**src/rtl/keypad_scan_ctrl.sv**
```systemverilog
// Matrix keypad scanner for a 4x4 keypad.
// Drives one column low at a time and synchronises the raw rows.
// Debounces both press and release, then emits a single key code per press.
// A one-entry holding register with acknowledge and a sticky overrun flag
// hands the key code to the consumer.
module keypad_scan_ctrl #(
    parameter int SCAN_CYC     = 1000,
    parameter int DEBOUNCE_CYC = 20000
) (
    input  logic       clck_i,
    input  logic       rst_n_i,
    input  logic [3:0] filas_i,
    output logic [3:0] columnas_o,
    output logic [3:0] key_o,
    output logic       key_valid_o,
    input  logic       key_ack_i,
    output logic       overrun_o,
    output logic       busy_o
);

    localparam int CNT_MAX = (SCAN_CYC > DEBOUNCE_CYC) ? SCAN_CYC : DEBOUNCE_CYC;
    localparam int CW      = $clog2(CNT_MAX + 1);

    localparam logic [CW-1:0] SCAN_LAST = CW'(SCAN_CYC - 1);
    localparam logic [CW-1:0] DEB_DONE  = CW'(DEBOUNCE_CYC);
    localparam logic [CW-1:0] CNT_SAT   = CW'(CNT_MAX);

    localparam logic [1:0] ST_SCAN     = 2'd0;
    localparam logic [1:0] ST_DEBOUNCE = 2'd1;
    localparam logic [1:0] ST_PRESS    = 2'd2;
    localparam logic [1:0] ST_WAIT_REL = 2'd3;

    logic [3:0]    sync1_q, sync2_q;
    logic [1:0]    state_q, state_d;
    logic [1:0]    col_q, col_d;
    logic [CW-1:0] cnt_q, cnt_d;
    logic [1:0]    rowIdx_q, rowIdx_d;
    logic [3:0]    rowPat_q, rowPat_d;
    logic [3:0]    key_q, key_d;
    logic          valid_q, valid_d;
    logic          ovr_q, ovr_d;

    logic [3:0]    rows;
    logic          rowsOneHot;
    logic [1:0]    rowEnc;
    logic [CW-1:0] cntInc;

    // Rows are active-low on the pins; invert so 1 means pressed.
    assign rows       = ~sync2_q;
    assign rowsOneHot = (rows != 4'd0) && ((rows & (rows - 4'd1)) == 4'd0);
    assign cntInc     = (cnt_q == CNT_SAT) ? cnt_q : cnt_q + CW'(1);

    assign columnas_o  = ~(4'b0001 << col_q);
    assign key_o       = key_q;
    assign key_valid_o = valid_q;
    assign overrun_o   = ovr_q;
    assign busy_o      = (state_q != ST_SCAN);

    // Two-flop synchroniser for the asynchronous row inputs; idles at all-released.
    always_ff @(posedge clck_i or negedge rst_n_i) begin
        if (!rst_n_i) begin
            sync1_q <= 4'b1111;
            sync2_q <= 4'b1111;
        end else begin
            sync1_q <= filas_i;
            sync2_q <= sync1_q;
        end
    end

    // Encode the index of the single pressed row (only used when one-hot).
    always_comb begin
        rowEnc = 2'd0;
        if (rows[1]) rowEnc = 2'd1;
        if (rows[2]) rowEnc = 2'd2;
        if (rows[3]) rowEnc = 2'd3;
    end

    // Scan/debounce state machine plus the key holding register and overrun logic.
    always_comb begin
        state_d  = state_q;
        col_d    = col_q;
        cnt_d    = cnt_q;
        rowIdx_d = rowIdx_q;
        rowPat_d = rowPat_q;
        key_d    = key_q;
        valid_d  = valid_q;
        ovr_d    = ovr_q;

        case (state_q)
            ST_SCAN: begin
                if (cnt_q >= SCAN_LAST) begin
                    cnt_d = '0;
                    if (rowsOneHot) begin
                        rowIdx_d = rowEnc;
                        rowPat_d = rows;
                        state_d  = ST_DEBOUNCE;
                    end else begin
                        col_d = col_q + 2'd1;
                    end
                end else begin
                    cnt_d = cntInc;
                end
            end
            ST_DEBOUNCE: begin
                if (rows != rowPat_q) begin
                    state_d = ST_SCAN;
                    col_d   = col_q + 2'd1;
                    cnt_d   = '0;
                end else if (cnt_q >= DEB_DONE) begin
                    state_d = ST_PRESS;
                    cnt_d   = '0;
                end else begin
                    cnt_d = cntInc;
                end
            end
            ST_PRESS: begin
                key_d   = {rowIdx_q, col_q};
                valid_d = 1'b1;
                if (valid_q && !key_ack_i) begin
                    ovr_d = 1'b1;
                end
                state_d = ST_WAIT_REL;
                cnt_d   = '0;
            end
            default: begin
                if (rows != 4'd0) begin
                    cnt_d = '0;
                end else if (cnt_q >= DEB_DONE) begin
                    state_d = ST_SCAN;
                    col_d   = col_q + 2'd1;
                    cnt_d   = '0;
                end else begin
                    cnt_d = cntInc;
                end
            end
        endcase

        // A new key loading in PRESS takes priority over a plain acknowledge.
        if (state_q != ST_PRESS && valid_q && key_ack_i) begin
            valid_d = 1'b0;
            ovr_d   = 1'b0;
        end
    end

    // State, counters and output registers with asynchronous clear.
    always_ff @(posedge clck_i or negedge rst_n_i) begin
        if (!rst_n_i) begin
            state_q  <= ST_SCAN;
            col_q    <= 2'd0;
            cnt_q    <= '0;
            rowIdx_q <= 2'd0;
            rowPat_q <= 4'd0;
            key_q    <= 4'd0;
            valid_q  <= 1'b0;
            ovr_q    <= 1'b0;
        end else begin
            state_q  <= state_d;
            col_q    <= col_d;
            cnt_q    <= cnt_d;
            rowIdx_q <= rowIdx_d;
            rowPat_q <= rowPat_d;
            key_q    <= key_d;
            valid_q  <= valid_d;
            ovr_q    <= ovr_d;
        end
    end

endmodule

```
**config.mk**
```make
export PLATFORM = sky130hd
export DESIGN_NAME = keypad_scan_ctrl
export DESIGN_NICKNAME = d
export VERILOG_FILES = /design/src/rtl/keypad_scan_ctrl.sv
export SDC_FILE = /design/constraint.sdc
export NUM_CORES = 1
export LEC_CHECK = 0
export CORE_MARGIN = 10
export CORE_UTILIZATION = 57
export CTS_CLUSTER_SIZE = 20
export DETAILED_ROUTE_END_ITERATION = 8
export PLACE_DENSITY_LB_ADDON = 0.15
export SLEW_MARGIN = 20
export SYNTH_ARGS = -nofsm -noshare
export SYNTH_HDL_FRONTEND = slang
export SYNTH_SLANG_ARGS = --single-unit
```
**constraint.sdc**
```tcl
create_clock -name clck_i -period 4 [get_ports clck_i]
set_input_delay 0.8 -clock clck_i [delete_from_list [all_inputs] [get_ports clck_i]]
set_output_delay 0.8 -clock clck_i [all_outputs]
set_load 0.1 [all_outputs]
```
==> impl_metrics.csv, run 1 <==
group,metric,value,unit
layout,antenna-diode-count,0,
critical_path,cp_num_buf_inv,2,
layout,mostFrequentLayoutCell,"dfrtp_1",
status,status,"finished clean",
clocking,cts_resized,0,
clocking,clk_pin_slew,0.12,ns
timing,period_minus_slack,3.084,ns
min_path,hp-class,"reg -> reg",
critical_path,critical_path_class,"reg -> out",
place,dp.cells,244,
critical_path,crit_required,3.20,ns
drt,firstDrtPassIters,4,
clocking,cts_buffer_depth,2,
critical_path,cp_max_fo,9,
critical_path,startpoint_type,"register",
layout,fin_cells,252,
place,gp_congestion,0.8565,
clocking,h-tree-depth,2,
timing,slew_headroom,0.3467,
layout,fillers,269,
synthesis,synth.distinct_cells,44,
timing,final_max_slew_viol_count,0,
drt,wirelength,3695,um
grt,grt_usage,0.1298,
layout,drive_gt1_frac,0.1165,
pwr,peakVddDrop,0.0002539,V
place,hpwl,2709,um
drt,drt-vias-per-instance,5.484,
layout,final_core_util,0.6663,
timing,hold_viol_final,0,
grt,grt_pass1_wl,6541,um
layout,seq_area,985.9,um^2
timing,tightest_slew,0.9769,ns
synthesis,postSynth.asyncResetShare,1.000,
floorplan,start_util,0.5839,
critical_path,slowest_stage,"clkdlybuf4s50_1",
timing,setup_viol,0,
drt,wl_per_cell,14.66,um
synthesis,avgSynthCellArea,10.39,um^2
place,io_buffer_count,17,
synthesis,ys_ff_latch,39,
drt,drc_errors,0,
run,maxCapViolCount,0,
layout,final_area,0.002206,mm^2
clocking,clock-sinks,39,
timing,fin_crit_sh,0.7710,
critical_path,cp-end-kind,"output pin",
synthesis,synth_edf_count,0,
timing,holdWs,0.3574,ns
critical_path,cp_top_family,"buffers and inverters",
grt,antenna_found_initial,0,
synthesis,synth_area,0.001933,mm^2
drt,first_iter_violations,133,
clocking,ctsHoldBuffers,0,
clocking,cts_tree,"yes",
synthesis,yosysWarnings,0,
timing,timing.fmax,324.2,MHz
clocking,clockRootBuffer,"clkbuf_4",
timing,finalSetupTns,0,ns
layout,layout_common_cells,"31 x dfrtp_1, 22 x nor2_1, 19 x inv_1",
grt,grt_start_max_net_pins,40,
clocking,postCtsSetupBuffers,0,
critical_path,worstPathArrival,2.28,ns
grt,grt-ovfl-total,0,
timing,rsz0062_at_grt,"no",
layout,syn_to_final_growth,14.11,%
floorplan,rows,21,
layout,fin_nets,219,
critical_path,cp_slowest_stage_delay,1.15,ns
floorplan,die-area,0.006121,mm^2
synthesis,seq_area_frac_synth,0.5100,
timing,skew,0.01141,ns
clocking,clkLatencyLatePin,0.35,ns
drt,num_vias,1382,
layout,multi_input_area,847.1,um^2
floorplan,io_pins,18,
grt,grt_pass1_vias,1440,
synthesis,synth_nets,200,
synthesis,netlist_instances,186,
floorplan,die_y,78.24,um
clocking,cts_buffers,5,
synthesis,synth_top_flop_cell,"dfrtp_1",
pwr,cellLeakagePower,0.9448,nW
drt,antenna_left,0,
critical_path,crit_chain,"nor2_1, inv_1, clkdlybuf4s50_1",
floorplan,coreArea,0.003311,mm^2
floorplan,die_width,78.24,um
pwr,power_density,313.0,mW/mm^2
place,place_area,0.002127,mm^2
[cell families (layout without fill, tap and decap cells)]
family,count (synthesis),in the layout,share of synthesized area
adders and majority gates,7,7,0.04531
and+or+nand+nor,63,63,0.1670
DFF,39,39,0.5100
muxes,10,10,0.05696
AOI/OAI and AO/OA,27,27,0.09644
xor gates and xnor gates,16,16,0.07249
buffers and inverters,24,44,0.05178
[per-layer routing]
layer	share of wire	global-route usage	wire, um
met1	0.42	0.1429	1539
met2	0.50	0.2212	1858
met3	0.054	0.04100	201
met4	0.026	0.06452	95
met5	0	0	0
[sequential cells by signal, indices dropped and copies added, names as in the netlist]
signal	count
cnt_q	15
col_q	2
key_o	4
key_valid_o	1
overrun_o	1
rowIdx_q	2
rowPat_q	4
state_q	2
sync1_q	4
sync2_q	4
[worst reg2reg max path, stage by stage (launching register included)]
cell,delay [ns]
dfrtp_1,0.49
ha_1,0.21
a211oi_1,0.09
a211oi_2,0.26
nor2_2,0.12
a22oi_2,0.59
nor2_1,0.13
[synthesized netlist by cell type (2+ instances only)]
cell type,count,area (um^2)
mux2_2,2,22.52
o21ai_0,6,30.03
nand3_1,7,35.03
ha_1,7,87.58
mux2i_1,5,50.05
dfrtp_1,31,775.7
buf_2,2,10.01
dfstp_2,8,210.2
mux2_1,2,22.52
nand2b_1,3,18.77
xor2_1,6,52.55
a21oi_1,7,35.03
nand4_1,5,31.28
nor3_1,3,15.01
inv_1,19,71.32
nor4_1,2,12.51
clkbuf_1,2,7.510
and3_1,2,12.51
nor2_1,22,82.58
xnor2_1,10,87.58
nand3b_1,2,15.01
a31oi_1,2,12.51
nand2_1,10,37.54
[stage by stage]
| stage | power (W) | setup WS (ns) |
|---|---|---|
| 6_report | 0.0006904 | 0.9158 |
| 2_1_floorplan | 0.0004206 | 1.914 |
| 5_1_grt | 0.0007187 | 0.7936 |
| 3_3_place_gp | 0.0004342 | 1.372 |
| 3_5_place_dp | 0.0004354 | 1.325 |
| 4_1_cts | 0.0006971 | 0.9210 |
[worst paths after layout]
| kind | start | end | slack [ns] | cells after the start |
|---|---|---|---|---|
| min in group asynchronous | rst_n_i | rowIdx_q[1]$_DFFE_PN0P_ | 0.53 | 1 |
| max in group asynchronous | rst_n_i | cnt_q[9]$_DFF_PN0_ | 2.95 | 1 |
| setup / recovery | state_q[1]$_DFFE_PN0P_ | busy_o | 0.92 | 3 |
| hold reg to reg | sync1_q[0]$_DFF_PN1_ | sync2_q[0]$_DFF_PN1_ | 0.36 | 0 |
| hold / removal | sync1_q[0]$_DFF_PN1_ | sync2_q[0]$_DFF_PN1_ | 0.36 | 0 |
| setup reg to reg | cnt_q[0]$_DFF_PN0_ | cnt_q[13]$_DFF_PN0_ | 1.98 | 6 |
[report_power, final]
group	switching, W	total (W)	internal (W)
clock network	0.000131	0.000263	0.000132
registers	0.00000554	0.000407	0.000402
logic	0.0000119	0.0000202	0.00000837
[layout make-up]
type / instances / share of cell area
clock buffer: 6 / 0.01872
inverter: 19 / 0.03233
tap: 46 / 0.02609
sequential: 39 / 0.4470
multi-input combinational: 123 / 0.3840
timing repair buffer: 17 / 0.07487
clock inverter: 2 / 0.01702
(Power assumes the default switching activity.)
==> inputs of run 2 (changes only) <==
--- a/config.mk
+++ b/config.mk
@@ -6,7 +6,7 @@
 export NUM_CORES = 1
 export LEC_CHECK = 0
 export CORE_MARGIN = 10
-export CORE_UTILIZATION = 57
+export CORE_UTILIZATION = 51
 export CTS_CLUSTER_SIZE = 20
 export DETAILED_ROUTE_END_ITERATION = 8
 export PLACE_DENSITY_LB_ADDON = 0.15
==> constraint.sdc (replaced) <==
create_clock -name clck_i -period 2.54 [get_ports clck_i]
set_input_delay 0.508 -clock clck_i [delete_from_list [all_inputs] [get_ports clck_i]]
set_output_delay 0.508 -clock clck_i [all_outputs]
set_load 0.1 [all_outputs]
==> run 2 against run 1 <==
  * Sequential share of layout area shrank 0.65 points
  * Clock power grew 130%
  * Via count shrank 0.14%
  * Setup slack lost 0.38 ns
  * Die area grew 8.7%
  * Global-route usage shrank 0.91 points
  * Critical path depth grew 3
  * Register-to-register slack lost 1.4 ns
==> impl_metrics.csv, run 2 (synthesized netlist as in run 1, its figures left out) <==
group,metric,value,unit
status,status,"finished clean",
timing,tightest_slew,0.8122,ns
place,hpwl,2519,um
drt,num_vias,1380,
floorplan,io_pins,18,
place,gp_congestion,0.8272,
run,maxCapViolCount,0,
layout,final_area,0.002238,mm^2
clocking,clk_pin_slew,0.08,ns
timing,rsz0062_at_grt,"no",
pwr,peakVddDrop,0.0004295,V
timing,period_minus_slack,2.000,ns
clocking,h-tree-depth,2,
grt,grt_pass1_vias,1416,
critical_path,crit_required,2.69,ns
floorplan,die-area,0.006653,mm^2
timing,timing.fmax,499.9,MHz
timing,final_max_slew_viol_count,0,
drt,first_iter_violations,81,
clocking,clkLatencyLatePin,0.30,ns
layout,layout_common_cells,"31 x dfrtp_1, 22 x nor2_1, 19 x inv_1",
critical_path,cp-end-kind,"register",
clocking,cts_buffer_depth,2,
layout,largest_reg_flops,15,
clocking,clockRootBuffer,"clkbuf_8",
drt,wirelength,3578,um
timing,hold_viol_final,0,
drt,firstDrtPassIters,4,
clocking,cts_buffers,5,
place,io_buffer_count,17,
timing,holdWs,0.2957,ns
timing,slew_headroom,0.4586,
timing,setup_viol,0,
layout,final_core_util,0.6114,
grt,antenna_found_initial,0,
min_path,hp-class,"in -> async",
critical_path,startpoint_type,"register",
timing,fin_crit_sh,0.7875,
layout,fin_nets,219,
drt,wl_per_cell,14.09,um
layout,largest-register,"cnt_q",
timing,skew,0.01047,ns
critical_path,cp_max_fo,15,
clocking,ctsHoldBuffers,0,
floorplan,rows,22,
grt,grt_pass1_wl,6306,um
layout,drive_gt1_frac,0.1748,
clocking,cts_tree,"yes",
grt,grt_usage,0.1207,
critical_path,critical_path_class,"reg -> reg",
floorplan,die_y,81.57,um
layout,mostFrequentLayoutCell,"dfrtp_1",
grt,grt_start_max_net_pins,40,
clocking,cts_resized,0,
critical_path,reg2reg_depth,6,
pwr,power_density,575.0,mW/mm^2
clocking,postCtsSetupBuffers,0,
drt,drt-vias-per-instance,5.433,
place,place_area,0.002102,mm^2
layout,antenna-diode-count,0,
critical_path,worstPathArrival,2.15,ns
drt,antenna_left,0,
floorplan,die_width,81.57,um
drt,drc_errors,0,
floorplan,coreArea,0.003661,mm^2
layout,syn_to_final_growth,15.79,%
clocking,clock-sinks,39,
floorplan,start_util,0.5280,
grt,grt-ovfl-total,0,
timing,finalSetupTns,0,ns
pwr,cellLeakagePower,0.9864,nW
run 2: layer usage:
layer / vias up / global-route usage / wire (um)
met3: 5 / 0.04694 / 263
met4: 0 / 0.05882 / 57
met2: 36 / 0.1864 / 1629
met1: 674 / 0.1443 / 1627
li1: 665 / - / -
met5: - / 0 / 0
run 2: path summary, 6_finish.rpt:
path	start	end	slack, ns
worst max-delay path	cnt_q[0]$_DFF_PN0_	cnt_q[10]$_DFF_PN0_	0.54
worst min-delay path	rst_n_i	key_o[2]$_DFFE_PN0P_	0.30
worst max register to register	cnt_q[0]$_DFF_PN0_	cnt_q[10]$_DFF_PN0_	0.54
worst min register to register	sync1_q[2]$_DFF_PN1_	sync2_q[2]$_DFF_PN1_	0.36
max in group asynchronous	rst_n_i	cnt_q[2]$_DFF_PN0_	1.73
min in group clck_i	sync1_q[2]$_DFF_PN1_	sync2_q[2]$_DFF_PN1_	0.36
run 2: metrics by stage:
stage                     total power [W]  setup slack (ns)  cells
final                            0.001287            0.5398    254
after global routing             0.001341            0.3291    254
after CTS                        0.001299            0.5048    254
after detailed placement        0.0006851            0.5168    246
after global placement          0.0006836            0.6080    246
after floorplan                 0.0006624            0.4867    186
run 2: report_power, final:
group | switching, W | total (W) | internal [W]
clock network | 0.000222 | 0.000613 | 0.000392
registers | 0.00000861 | 0.000641 | 0.000632
logic | 0.0000192 | 0.0000324 | 0.0000132
run 2: area by class of cell:
cell class                      count  area (um^2)
Clock buffer                        5        68.82
Timing Repair Buffer               17        137.6
Tap cell                           48        60.06
Fill cell                         315         1423
Inverter                           19        71.32
Sequential cell                    39        985.9
Multi-Input combinational cell    123        847.1
Clock inverter                      3        67.56
run 2: worst max-delay path: stages (launching register included):
cell,delay [ns]
dfrtp_1,0.47
ha_1,0.21
a211oi_1,0.09
a211oi_2,0.25
nor2_2,0.11
a22oi_2,0.62
nor2_1,0.12
